===== config.mk =====
export PLATFORM = sky130hd
export DESIGN_NAME = branch_hazard_scoreboard
export DESIGN_NICKNAME = d
export VERILOG_FILES = /design/src/rtl/hazard_pkg.sv /design/src/rtl/pending_counter.sv /design/src/rtl/branch_hazard_scoreboard.sv
export SDC_FILE = /design/constraint.sdc
export NUM_CORES = 1
export LEC_CHECK = 0
export BUFFER_PORTS_ARGS = -buffer_cell sky130_fd_sc_hd__buf_2
export CELL_PAD_IN_SITES_DETAIL_PLACEMENT = 0
export CELL_PAD_IN_SITES_GLOBAL_PLACEMENT = 1
export CORE_MARGIN = 2
export CORE_UTILIZATION = 52
export DETAILED_ROUTE_END_ITERATION = 6
export HOLD_SLACK_MARGIN = 0.06
export PLACE_DENSITY_LB_ADDON = 0.3
export SYNTH_ARGS = -nofsm -noshare
export SYNTH_HDL_FRONTEND = slang
export SYNTH_SLANG_ARGS = --single-unit

===== constraint.sdc =====
create_clock -name clock_i -period 4.2 [get_ports clock_i]
set_clock_uncertainty 0.15 [all_clocks]
set_input_delay 0.42 -clock clock_i [delete_from_list [all_inputs] [get_ports clock_i]]
set_output_delay 0.42 -clock clock_i [all_outputs]
set_load 0.005 [all_outputs]

===== src/rtl/hazard_pkg.sv =====
// Shared constants for the ID-stage branch hazard scoreboard.
package hazard_pkg;

  localparam int unsigned NB_CNT   = 2;
  // Cycles until a result reaches the ID comparator: EX/MEM forward vs. register file at WB.
  localparam int unsigned CNT_ALU  = 1;
  localparam int unsigned CNT_LOAD = 2;
  localparam int unsigned REG_ZERO = 0;

endpackage


===== src/rtl/pending_counter.sv =====
// Countdown for one architectural register; pending while nonzero.
module pending_counter #(
  parameter int unsigned NB_CNT = hazard_pkg::NB_CNT
) (
  input  logic              clock_i,
  input  logic              reset_n_i,
  input  logic              enable_i,
  input  logic              load_i,
  input  logic [NB_CNT-1:0] load_val_i,
  output logic              pending_o
);

  logic [NB_CNT-1:0] cnt_d, cnt_q;

  // A same-cycle load overrides the decrement: the newer writer wins.
  always_comb begin
    cnt_d = cnt_q;
    if (enable_i) begin
      if (load_i) begin
        cnt_d = load_val_i;
      end else if (cnt_q != '0) begin
        cnt_d = cnt_q - NB_CNT'(1);
      end
    end
  end

  always_ff @(posedge clock_i or negedge reset_n_i) begin
    if (!reset_n_i) begin
      cnt_q <= '0;
    end else begin
      cnt_q <= cnt_d;
    end
  end

  assign pending_o = (cnt_q != '0);

endmodule


===== src/rtl/branch_hazard_scoreboard.sv =====
// Per-register pending-write scoreboard; stalls ID branches whose operands are not yet forwardable.
module branch_hazard_scoreboard #(
  parameter int unsigned NB_REG  = 5,
  parameter int unsigned N_REGS  = 32,
  parameter int unsigned NB_CNT  = hazard_pkg::NB_CNT,
  parameter int unsigned NB_STAT = 16
) (
  input  logic               clock_i,
  input  logic               reset_n_i,
  input  logic               enable_i,
  input  logic               ID_valid_i,
  input  logic               ID_is_branch_i,
  input  logic [NB_REG-1:0]  ID_rs_i,
  input  logic [NB_REG-1:0]  ID_rt_i,
  input  logic               ID_reg_write_i,
  input  logic [NB_REG-1:0]  ID_write_reg_i,
  input  logic               ID_mem_to_reg_i,
  input  logic               flush_i,
  output logic               stall_o,
  output logic [NB_STAT-1:0] stall_count_o
);
  import hazard_pkg::*;

  logic [N_REGS-1:0]  pend;
  logic               issue;
  logic               wr_en;
  logic [NB_CNT-1:0]  load_val;
  logic               rs_pend, rt_pend;
  logic [NB_STAT-1:0] stat_d, stat_q;

  assign issue    = enable_i & ID_valid_i & ~stall_o & ~flush_i;
  assign wr_en    = issue & ID_reg_write_i & (ID_write_reg_i != NB_REG'(REG_ZERO));
  assign load_val = ID_mem_to_reg_i ? NB_CNT'(CNT_LOAD) : NB_CNT'(CNT_ALU);

  // r0 is hard-wired, so it never has a writer in flight.
  assign pend[0] = 1'b0;

  for (genvar r = 1; r < N_REGS; r++) begin : g_reg
    pending_counter #(
      .NB_CNT (NB_CNT)
    ) u_cnt (
      .clock_i    (clock_i),
      .reset_n_i  (reset_n_i),
      .enable_i   (enable_i),
      .load_i     (wr_en && (ID_write_reg_i == NB_REG'(r))),
      .load_val_i (load_val),
      .pending_o  (pend[r])
    );
  end

  assign rs_pend = pend[ID_rs_i];
  assign rt_pend = pend[ID_rt_i];

  assign stall_o = ID_valid_i & ID_is_branch_i & ~flush_i & (rs_pend | rt_pend);

  always_comb begin
    stat_d = stat_q;
    if (enable_i && stall_o && (stat_q != '1)) begin
      stat_d = stat_q + NB_STAT'(1);
    end
  end

  always_ff @(posedge clock_i or negedge reset_n_i) begin
    if (!reset_n_i) begin
      stat_q <= '0;
    end else begin
      stat_q <= stat_d;
    end
  end

  assign stall_count_o = stat_q;

endmodule


# Word level (Yosys, flattened, before mapping)
# Index checks and enable logic that the tools add are counted.
[classes] n_reduce_logical=127 bitwise=11 order_cmp=2 mux=67 addsub=32 n_eq_ne=32
[ops] cell="2-bit two-way mux" n=63
[ops] cell="2-bit nonzero test" n=62
[ops] cell="5-bit == test (second input constant)" n=16
[ops] cell="2-bit AND reduction" n=31
[ops] cell="2-bit by 1-bit subtractor with 2-bit output (second input constant)" n=31
[ops] cell="5-bit by 4-bit == test with 1-bit output (second input constant)" n=8
[ops] cell="1-bit logical AND" n=33
[ops] cell="5-bit by 3-bit == test with 1-bit output (second input constant)" n=4
[ops] cell="16-bit by 1-bit adder with 16-bit output (second input constant)" n=1
[ops] cell="16-bit != test (second input constant)" n=1
[ops] cell="5-bit by 6-bit < comparator with 1-bit output (second input constant)" n=2
[ops] cell="1-bit binary-select mux with 5-bit select" n=2
[ops] cell="5-bit by 2-bit == test with 1-bit output (second input constant)" n=2
[ops] cell="1-bit AND" n=8
[ops] cell="5-bit by 1-bit == test with 1-bit output (second input constant)" n=1
[ops] cell="5-bit nonzero test" n=1
[ops] cell="1-bit two-way mux" n=2
[ops] cell="1-bit NOT" n=2
[ops] cell="1-bit OR" n=1
[word_totals] elab_cells=303 input_bits=23 output_inout_bits=17 regBits=78

# Logic depth before layout (Yosys ltp)
# Gate-level depths: netlist of the first run.
[depth] depth_word=13 ltp_mapped=12 depth_no_buf=10

# Cells and area by module
# Synthesis of the first run repeated with hierarchy kept, for this count alone.
[hier_totals] hier_cells=680 area_unflattened_um2=5920.7
[by_module_without_submodules] mod="pending_counter (g_reg[10].u_cnt ...)" area_per_inst_um2=135.1 instances=27 seq_area_each_um2=50.0 cells_per_inst=16
[by_module_without_submodules] mod="branch_hazard_scoreboard" area_per_inst_um2=1686.6 instances=1 seq_area_each_um2=400.4 cells_per_inst=188
[by_module_without_submodules] mod="pending_counter (g_reg[30].u_cnt ...)" area_per_inst_um2=146.4 instances=4 seq_area_each_um2=50.0 cells_per_inst=15

# Least setup slack after synthesis of the first run
# OpenSTA, ideal clock, no wires.
[synth_timing] path_kind="input -> register" from="input ID_rt_i[0]" to="register stat_q[12] (netlist: stall_count_o[12])" setup_time_ps=125 arrival_ps=2611 path_buffers=2 cell_stages=9 required_time_ps=3925 path_slack_ps=1315 path_cell_list="clkbuf_1 > mux4_2 > nand2b_1 > a41oi_1 > o311ai_1 > and2_4 > clkbuf_1 > nor4_1 > mux2_2"
[synth_between] elab_chain_cells=6
[synth_rtl] item="start, declared" line_no="branch_hazard_scoreboard.sv:14" text="input logic [NB_REG-1:0] ID_rt_i,"
[synth_rtl] item="1-bit binary-select mux with 5-bit select" line_no="branch_hazard_scoreboard.sv:52" text="assign rt_pend = pend[ID_rt_i];"
[synth_rtl] item="1-bit two-way mux (implied by the code)" line_no="branch_hazard_scoreboard.sv:52"
[synth_rtl] item="1-bit OR" line_no="branch_hazard_scoreboard.sv:54" text="assign stall_o = ID_valid_i & ID_is_branch_i & ~flush_i & (rs_pend | rt_pend);"
[synth_rtl] item="1-bit AND" line_no="branch_hazard_scoreboard.sv:54"
[synth_rtl] item="1-bit logical AND (2 in a row)" line_no="branch_hazard_scoreboard.sv:58" text="if (enable_i && stall_o && (stat_q != '1)) begin"
[synth_rtl] item="end signal, assigned" line_no="branch_hazard_scoreboard.sv:67" text="stat_q <= stat_d;"
[synth_rtl] item="end, declared" line_no="branch_hazard_scoreboard.sv:29" text="logic [NB_STAT-1:0] stat_d, stat_q;"
# No other way between the ends. The select of a mux whose other input is x is not followed.
# A chain may end at the register's enable or synchronous reset.

# Worst setup path after layout of the first run
[layout_timing] from="register g_reg[1].u_cnt.cnt_q[0]" to="output stall_o"
[layout_between] elab_chain_cells=5 elab_cells_between_ends=7 cone_classes="mux (4); bitwise (2); reduce/logical (1)"
[layout_rtl] item="start, declared" line_no="pending_counter.sv:13" text="logic [NB_CNT-1:0] cnt_d, cnt_q;"
[layout_rtl] item="start signal, assigned" line_no="pending_counter.sv:31" text="cnt_q <= cnt_d;"
[layout_rtl] item="2-bit nonzero test (*)" line_no="pending_counter.sv:35" text="assign pending_o = (cnt_q != '0);"
[layout_rtl] item="1-bit binary-select mux with 5-bit select (on tied branches)" line_no="branch_hazard_scoreboard.sv:51, branch_hazard_scoreboard.sv:52"
[layout_rtl] item="1-bit two-way mux (on tied branches)" line_no="branch_hazard_scoreboard.sv:51, branch_hazard_scoreboard.sv:52"
[layout_rtl] item="1-bit OR (*)" line_no="branch_hazard_scoreboard.sv:54"
[layout_rtl] item="1-bit AND (*)" line_no="branch_hazard_scoreboard.sv:54"
[layout_rtl] item="end, declared" line_no="branch_hazard_scoreboard.sv:19" text="output logic stall_o,"
# Every way passes the cells marked *; elsewhere a longest branch is shown, timed or not. The select of a mux whose other input is x is not followed.

==> results of run 1 <==
[logic make-up after synthesis]
logic type                 synth area share
and+or+nand+nor                       0.220
AOI/OAI and AO/OA                     0.191
buffers and inverters                0.0781
DFF                                   0.309
adders and majority gates             0.123
muxes                                0.0593
xor gates and xnor gates             0.0192
[synthesized netlist by cell type (all sizes together) (16+ instances only)]
library cell,instances
mux2i,16
ha,62
nor2,34
a211o,22
dfrtp,78
a221o,20
nand2,72
inv,65
and3,24
clkbuf,47
a32oi,40
or3,58
o211ai,21
nand4,29
[metal layers]
layer,GRT usage,vias to the layer above
met5,0,-
met2,0.440,207
met1,0.374,2817
met3,0.0635,38
li1,-,2640
met4,0.109,0
[flip-flops by register name, summed over array words and instances, names as in the netlist]
signal	cells
g.u_cnt.cnt_q	62
stall_count_o	16
[stage by stage]
stage	cells	setup slack (ps)	power [W]	instance area, µm²	hold WS (ps)
detailed placement	849	816	0.00360	6530	328
global placement	849	833	0.00346	6530	322
floorplan	711	1310	0.00302	6310	-25.6
finish	865	708	0.00439	6820	106
CTS	865	722	0.00439	6820	145
global route	865	493	0.00478	6820	178
[report_power, final]
part / internal, W / switching (W) / total, W
clock network: 0.000419 / 0.000353 / 0.000772
registers: 0.00109 / 0.000230 / 0.00132
logic: 0.00108 / 0.00122 / 0.00230
[how the worst max path moves through the flow]
stage / from / end / slack (ps) / cells past startpoint
after floorplan: ID_rt_i[0] / stall_count_o[12] / 1310 / 9
after global routing: g_reg[1].u_cnt.cnt_q[0] / stall_o / 490 / 9
after global placement: ID_rt_i[2] / stall_count_o[15] / 830 / 9
final: g_reg[1].u_cnt.cnt_q[0] / stall_o / 710 / 9
after CTS: g_reg[1].u_cnt.cnt_q[0] / stall_o / 720 / 9
after detailed placement: ID_rt_i[2] / stall_count_o[15] / 820 / 9
[layout make-up]
type | count | share of cell area
Multi-Input combinational cell | 508 | 0.568
Sequential cell | 78 | 0.286
Inverter | 66 | 0.0363
Timing Repair Buffer | 50 | 0.0411
Clock inverter | 6 | 0.00661
Clock buffer | 10 | 0.0351
Tap cell | 147 | 0.0270
[worst reg2reg max path, stage by stage, from the launching register on]
cell and delay (ps):
dfrtp_1 370, inv_1 90, ha_1 220, mux4_2 470, mux2_2 280, o211ai_1 160
o311ai_1 150, and2_4 250, buf_4 290, or4_4 590, xnor2_2 140
==> impl_metrics.csv, run 1 <==
group,metric,value,unit
floorplanning,num_rows,40,
logic_synthesis,synth_top_cell_by_area,"dfrtp_1",
detailed_routing,drt_iter0_drc,553,
timing,worst_slew_pin_slew,1240,ps
run,drv_cap,0,
cts,ctsResizeCount,0,
logic_synthesis,synth_top_area_share,0.309,
final_layout,ff_latch_area,1950,µm²
floorplanning,floorplan.initialDensity,0.530,
timing,tns,0,ps
critical_path,critPathLaunchType,"register",
timing,hold_violations,0,
placement,gp_congestion,0.836,
detailed_routing,wl,17600,µm
pwr,vdd.ir_drop.worst,0.266,mV
global_route,grt_max_degree,79,
detailed_routing,num_vias,5702,
logic_synthesis,synth.area.top_cells,"dfrtp_1, ha_1, or3_1, a32oi_1, nand2_1",
final_layout,syn_to_final_growth,8.05,%
global_route,grtUsageTotal,0.279,
critical_path,reg2reg_to,"stall_count_o[15]",
critical_path,required,3630,ps
critical_path,crit_path_end_kind,"primary output",
placement,port_buffers,39,
cts,clockRootBuffer,"clkbuf_16",
floorplanning,die_x,114,µm
floorplanning,io_pins,40,
cts,clk_pin_slew,60,ps
timing,maxSlewViolCount,0,
logic_synthesis,ys.flop_type,"dfrtp_1",
final_layout,multi_input_area,3870,µm²
logic_synthesis,synthArstFlopShare,1.00,
cts,cts_tree,"done",
critical_path,rr_worst_depth,10,
timing,max_slew_margin,0.168,
critical_path,max_stage_delay,390,ps
detailed_routing,first_pass_iters,5,
logic_synthesis,synth_edf_count,0,
critical_path,path_delay_family,"compound AO/OA/AOI/OAI gates",
cts,clk-insertion-delay-late,350,ps
critical_path,reg2reg_slack,940,ps
final_layout,n_fill_cell,1078,
timing,fmax,0.286,GHz
cts,cts_buffers,9,
logic_synthesis,netlist_area,6310,µm²
detailed_routing,postRouteAntennaNets,0,
logic_synthesis,synth-seq-cells,78,
final_layout,nets,798,
logic_synthesis,ys_types,48,
logic_synthesis,synth_seq_area_share,0.309,
final_layout,final_layout_size_suffix_gt1_frac,0.118,
logic_synthesis,synth_nets,796,
final_layout,layout_commonest_cell,"dfrtp_1",
logic_synthesis,syn_inst,711,
timing,finalCritPeriodShare,0.831,
timing,grt_setup_unrepaired,"no",
critical_path,rr_startpoint,"g_reg[22].u_cnt.cnt_q[0]",
detailed_routing,wirelength_met1,7900,µm
detailed_routing,routed_via_density,6.59,
global_route,grt_pass1_wl,28500,µm
pwr,pwr_density_cell,643,nW/µm²
cts,post-cts-setup-buffers,0,
critical_path,path_class,"reg2out",
cts,postCtsHoldBufs,0,
critical_path,path_max_fanout,16,
final_layout,final_cell_mix,"dfrtp_1, nand2_1, inv_1",
final_layout,final_util,0.572,
global_route,gr-total-overflow,0,
detailed_routing,route.met3.wl,1190,µm
timing,post-route-min-period,3490,ps
detailed_routing,drcViolationCount,0,
floorplanning,die-area,13000,µm²
detailed_routing,wl_met2,8040,µm
critical_path,arrival,2920,ps
global_route,antenna_found_initial,0,
critical_path,cp_cell_sequence,"inv_1, ha_1, mux2i_1, a221oi_1, a211oi_1, o311ai_1, and2_4, clkinv_1, buf_2",
critical_path,critPathBufInv,3,
global_route,grt_pass1_vias,5545,
floorplanning,die_y,114,µm
cts,clockBufferDepth,2,
logic_synthesis,postSynthAreaPerCell,8.87,µm²
final_layout,antennaDiodeCount,0,
detailed_routing,routedWlPerCell,20.3,µm
critical_path,worst_path_max_delay_cell,"dfrtp_1",
floorplanning,core,11900,µm²
cts,cts_num_sinks,78,
outcome,status,"completed",
timing,setup_viol,0,
detailed_routing,routed.top_layer,"met4",
cts,h-tree-depth,3,
placement,dpl.hpwl,11400,µm
worst_hold_path,hold_path_class,"in2async",
pwr,p_leak,3.20,nW
logic_synthesis,yosys_warnings,0,
Power figures use the tool's default switching activity.
==> run 2: changes to the inputs <==
--- a/config.mk
+++ b/config.mk
@@ -9,7 +9,7 @@
 export CELL_PAD_IN_SITES_DETAIL_PLACEMENT = 0
 export CELL_PAD_IN_SITES_GLOBAL_PLACEMENT = 1
 export CORE_MARGIN = 2
-export CORE_UTILIZATION = 52
+export CORE_UTILIZATION = 43
 export DETAILED_ROUTE_END_ITERATION = 6
 export HOLD_SLACK_MARGIN = 0.06
 export PLACE_DENSITY_LB_ADDON = 0.3
==> constraint.sdc (replaced) <==
create_clock -name clock_i -period 3.2 [get_ports clock_i]
set_clock_uncertainty 0.15 [all_clocks]
set_input_delay 0.32 -clock clock_i [delete_from_list [all_inputs] [get_ports clock_i]]
set_output_delay 0.32 -clock clock_i [all_outputs]
set_load 0.005 [all_outputs]
==> run 2 against run 1 <==
- critical path type is now reg2reg
- sequential share of layout area down 1.3 points
- cell count up 7.5%
- register-to-register slack worse by 900 ps
- the run now ends with negative hold slack left
- critical endpoint is now g_reg[25].u_cnt.cnt_q[1]
- worst hold slack worse by 110 ps
- die area up 20%
- clock-buffer cell count up 1
- design area up 4.6%
- critical path depth up 2
- core utilization down 7.8 points
- flip-flop and latch count unchanged
==> impl_metrics.csv, run 2 (same netlist as run 1, synthesis figures left out) <==
group,metric,value,unit
outcome,status,"finished with violations",
outcome,violations,"negative hold slack",
timing,max_slew_margin,0.286,
placement,gp_congestion,0.818,
timing,maxSlewViolCount,0,
detailed_routing,postRouteAntennaNets,0,
critical_path,path_max_fanout,6,
detailed_routing,num_vias,5743,
floorplanning,die-area,15700,µm²
placement,placed_area,6730,µm²
final_layout,top_register,"g.u_cnt.cnt_q",
pwr,p_leak,3.33,nW
timing,hold_violations,1,
pwr,pwr_density_cell,816,nW/µm²
cts,cts_buffers,9,
final_layout,antennaDiodeCount,0,
floorplanning,die_x,125,µm
detailed_routing,drt_iter0_drc,477,
worst_hold_path,hold_path_class,"in2async",
global_route,gr-total-overflow,0,
timing,timing.hold.ws,-4.17,ps
cts,clockRootBuffer,"clkbuf_16",
cts,cts_num_sinks,78,
detailed_routing,drcViolationCount,0,
final_layout,final_cell_mix,"dfrtp_1, nand2_1, or3_1, ha_1, inv_1",
cts,postCtsHoldBufs,0,
floorplanning,floorplan.initialDensity,0.437,
floorplanning,io_pins,40,
critical_path,arrival,3230,ps
final_layout,nets,826,
detailed_routing,first_pass_iters,6,
global_route,grt_pass1_wl,29400,µm
pwr,vdd.ir_drop.worst,0.369,mV
detailed_routing,wl,17900,µm
timing,post-route-min-period,3160,ps
final_layout,layout_commonest_cell,"dfrtp_1",
global_route,grt_max_degree,86,
timing,finalCritPeriodShare,0.988,
placement,dpl.hpwl,11800,µm
timing,setup_ws,38.6,ps
timing,worst_slew_pin_slew,1070,ps
detailed_routing,routed_via_density,6.18,
final_layout,ff_latch_area,1950,µm²
run,drv_cap,0,
global_route,antenna_found_initial,0,
floorplanning,num_rows,44,
cts,clockBufferDepth,2,
critical_path,critPathLaunchType,"register",
timing,fmax,0.316,GHz
global_route,grtUsageTotal,0.232,
final_layout,final_area,7130,µm²
cts,h-tree-depth,3,
global_route,grt_pass1_vias,5723,
final_layout,syn_to_final_growth,13.0,%
final_layout,largest_reg_flops,62,
final_layout,final_layout_size_suffix_gt1_frac,0.170,
floorplanning,die_y,125,µm
timing,setup_viol,0,
final_layout,multi_input_area,3900,µm²
placement,dp_slack,204,ps
cts,cts_tree,"done",
critical_path,path_class,"reg2reg",
placement,port_buffers,39,
critical_path,required,3270,ps
critical_path,crit_path_end_kind,"register",
floorplanning,core,14400,µm²
detailed_routing,routedWlPerCell,19.3,µm
cts,clk-insertion-delay-late,350,ps
final_layout,n_fill_cell,1354,
cts,clk_pin_slew,60,ps
-- run 2: metrics by stage --
step	setup TNS (ps)	cells	util	power (W)
2_1_floorplan	0	711	-	0.00396
3_5_place_dp	0	904	0.466	0.00472
6_report	0	930	0.494	0.00582
3_3_place_gp	0	904	0.466	0.00456
4_1_cts	0	920	0.486	0.00574
5_1_grt	-40.4	930	0.494	0.00633
-- run 2: report_power, final --
| group | total, W | leakage [nW] | switching, W | internal [W] |
|---|---|---|---|---|
| clock | 0.000995 | 0.124 | 0.000450 | 0.000546 |
| sequential | 0.00174 | 0.954 | 0.000314 | 0.00143 |
| combinational | 0.00308 | 2.25 | 0.00160 | 0.00148 |
-- run 2: path summary, 6_finish.rpt --
kind	startpoint	endpoint	slack [ps]	cells past startpoint
worst min register to register	stall_count_o[4]	stall_count_o[4]	340	1
worst max register to register	g_reg[21].u_cnt.cnt_q[0]	g_reg[25].u_cnt.cnt_q[1]	40	11
worst min-delay path	reset_n_i	g_reg[29].u_cnt.cnt_q[0]	-4	1
min in group clock_i	ID_mem_to_reg_i	g_reg[1].u_cnt.cnt_q[0]	280	2
worst max-delay path	g_reg[21].u_cnt.cnt_q[0]	g_reg[25].u_cnt.cnt_q[1]	40	11
max in group asynchronous	reset_n_i	g_reg[15].u_cnt.cnt_q[1]	2200	1
-- run 2: worst max-delay path: stages, from the launching register on --
cell and delay (ps):
dfrtp_1 410, inv_2 50, ha_1 200, mux4_2 460
mux2_4 280, o211ai_1 230, o311ai_2 160, and2_4 180
buf_6 130, buf_4 130, and4_1 160, or4_1 490
-- run 2: area by class of cell --
class	instances	share of cell area
Inverter	66	0.0353
Clock inverter	5	0.00491
Clock buffer	11	0.0340
Multi-Input combinational cell	508	0.547
Timing Repair Buffer	78	0.0728
Tap cell	184	0.0323
Sequential cell	78	0.274
-- run 2: what timing repair did --
item | CTS | global route
setup endpoints to repair | 0 | 13
resized for setup | 0 | 17
buffers inserted | 0 | 10
-- run 2: routing by layer --
layer  global-route usage  up-vias  share of wire
met5                    0        -              0
met4               0.0791        0          0.027
met3               0.0484       40          0.063
met2                0.374      206           0.45
met1                0.313     2800           0.46
li1                     -     2697              -
==> run 3: changes to the inputs <==
--- a/config.mk
+++ b/config.mk
@@ -9,7 +9,8 @@
 export CELL_PAD_IN_SITES_DETAIL_PLACEMENT = 0
 export CELL_PAD_IN_SITES_GLOBAL_PLACEMENT = 1
 export CORE_MARGIN = 2
-export CORE_UTILIZATION = 43
+export CORE_UTILIZATION = 44
+export CTS_BUF_LIST = sky130_fd_sc_hd__clkbuf_8
 export DETAILED_ROUTE_END_ITERATION = 6
 export HOLD_SLACK_MARGIN = 0.06
 export PLACE_DENSITY_LB_ADDON = 0.3
==> run 3 against run 2 <==
- the flow now finishes without violations
- cell count decreased by 0.11%
- routed wire length increased by 3.5%
- via count increased by 1.3%
- sequential share of layout area decreased by 0.16 points
- flip-flop and latch count unchanged
- fmax increased by 0.68%
- clock power decreased by 11%
- power decreased by 0.27%
- worst hold slack improved by 230 ps
- combinational power increased by 4%
- sequential power about the same
- global-route usage increased by 1.6 points
==> impl_metrics.csv, run 3 (same netlist as run 1, synthesis figures left out) <==
group,metric,value,unit
timing,setup_viol,0,
floorplanning,die-area,15300,µm²
critical_path,max_stage_delay,470,ps
final_layout,largest_reg_flops,62,
final_layout,multi_input_area,3970,µm²
detailed_routing,wl,18600,µm
detailed_routing,routed_via_density,6.26,
run,drv_cap,0,
timing,hold_violations,0,
timing,finalCritPeriodShare,0.981,
final_layout,ff_latch_area,1950,µm²
worst_hold_path,hold_path_class,"in2reg",
floorplanning,die_y,124,µm
final_layout,final_cell_mix,"dfrtp_1, nand2_1, inv_1, or3_1, ha_1",
cts,cts_num_sinks,78,
global_route,grt_pass1_wl,29000,µm
timing,post-route-min-period,3140,ps
final_layout,final_area,7170,µm²
global_route,grt_max_degree,79,
final_layout,nets,829,
floorplanning,die_x,124,µm
floorplanning,io_pins,40,
floorplanning,num_rows,43,
pwr,combPwrFrac,0.550,
global_route,gr-total-overflow,0,
outcome,status,"completed",
critical_path,required,3310,ps
timing,fmax,0.318,GHz
critical_path,cp_common_cell,"buf_12",
pwr,vdd.ir_drop.worst,0.323,mV
cts,clockBufferDepth,2,
pwr,p_int,0.00340,W
critical_path,critPathLaunch,"g_reg[16].u_cnt.cnt_q[0]",
timing,maxSlewViolCount,0,
final_layout,final_layout_size_suffix_gt1_frac,0.184,
timing,worst_slew_pin_slew,1070,ps
timing,max_slew_margin,0.290,
detailed_routing,first_pass_iters,5,
global_route,grtUsageTotal,0.249,
final_layout,top_register,"g.u_cnt.cnt_q",
timing,setup_ws,59.8,ps
final_layout,antennaDiodeCount,0,
final_layout,final_util,0.515,
critical_path,path_class,"reg2reg",
pwr,p_leak,3.32,nW
pwr,pwr_density_cell,809,nW/µm²
detailed_routing,drt_iter0_drc,632,
cts,clk_pin_slew,100,ps
pwr,swShare,0.413,
detailed_routing,postRouteAntennaNets,0,
detailed_routing,num_vias,5817,
detailed_routing,routedWlPerCell,20.0,µm
final_layout,n_fill_cell,1289,
cts,clockRootBuffer,"clkbuf_8",
detailed_routing,drcViolationCount,0,
placement,dpl.hpwl,12400,µm
critical_path,critPathLaunchType,"register",
cts,cts_tree,"done",
placement,port_buffers,39,
global_route,grt_pass1_vias,5483,
placement,gp_congestion,0.821,
cts,h-tree-depth,3,
placement,dp_slack,-8.84,ps
final_layout,layout_commonest_cell,"dfrtp_1",
critical_path,arrival,3250,ps
critical_path,path_max_fanout,21,
floorplanning,floorplan.initialDensity,0.453,
critical_path,crit_path_end_kind,"register",
cts,clk-insertion-delay-late,380,ps
critical_path,critPathBufInv,3,
cts,cts_buffers,9,
worst_hold_path,min_from,"enable_i",
placement,placedCellCount,900,
final_layout,syn_to_final_growth,13.7,%
pwr,clkPwrFrac,0.153,
critical_path,path_delay_family,"multiplexers",
critical_path,cp_cell_sequence,"inv_2, ha_1, mux4_2, mux2_4, o211ai_1, o311ai_2, and2_4, buf_12, buf_12, and3_1, a221o_1",
critical_path,worst_path_max_delay_cell,"mux4_2",
floorplanning,core,13900,µm²
pwr,netSwitchingPower,0.00240,W
critical_path,rr_startpoint,"g_reg[16].u_cnt.cnt_q[0]",
placement,placed_area,6730,µm²
pwr,seq_power_share,0.298,
global_route,antenna_found_initial,0,
final_layout,layoutNonFillerInstCount,929,
run 3: changes by cell type in the layout (fill, tap and decap cells not counted), moves of 3 or more:
cell	before	now
clkbuf_16	9	0
clkinvlp_4	5	2
and3_4	0	8
clkbuf_8	1	9
and3_1	24	16
run 3: final cells by class:
cell class                 count  area share
multi-input combinational    509       0.553
inverter                      66      0.0356
clock inverter                 7      0.0145
clock buffer                   9      0.0173
tap                          180      0.0314
sequential                    78       0.272
timing repair buffer          80      0.0761
run 3: stage by stage:
step / hold WS [ps] / power [W] / setup TNS (ps)
global placement: 320 / 0.00458 / 0
finish: 227 / 0.00580 / 0
global route: 226 / 0.00631 / -15.7
detailed placement: 331 / 0.00477 / -8.84
floorplan: -126 / 0.00396 / 0
CTS: 214 / 0.00569 / 0
run 3: per-layer routing:
metal	GRT usage	vias to the layer above	routed length [µm]
met4	0.101	0	465
met5	0	-	0
met2	0.394	209	8650
met3	0.0394	39	1090
met1	0.340	2855	8370
li1	-	2714	-
run 3: repair_timing:
action,CTS,global route
gates resized for setup,3,26
setup endpoints to repair,2,36
setup buffers,3,9
cloned,1,0
hold buffers,1,0
endpoints found under the hold margin,78,0
pin swaps,1,11
run 3: worst paths after layout:
check                                           end  slack [ps]  depth (start not counted)
setup / recovery           g_reg[14].u_cnt.cnt_q[0]          60                         11
hold / removal              g_reg[9].u_cnt.cnt_q[0]         230                          2
setup reg to reg           g_reg[14].u_cnt.cnt_q[0]          60                         11
hold reg to reg                    stall_count_o[8]         340                          1
max in group asynchronous   g_reg[3].u_cnt.cnt_q[0]        1700                          2
min in group asynchronous  g_reg[13].u_cnt.cnt_q[1]         520                          2
run 3: power by group through the flow:
stage / clock network, W / logic, W / registers [W]
floorplan: 0 / 0.00229 / 0.00167
detailed placement: 0 / 0.00303 / 0.00174
global placement: 0 / 0.00287 / 0.00171
CTS: 0.000899 / 0.00307 / 0.00172
global route: 0.000945 / 0.00358 / 0.00178
finish: 0.000885 / 0.00319 / 0.00173
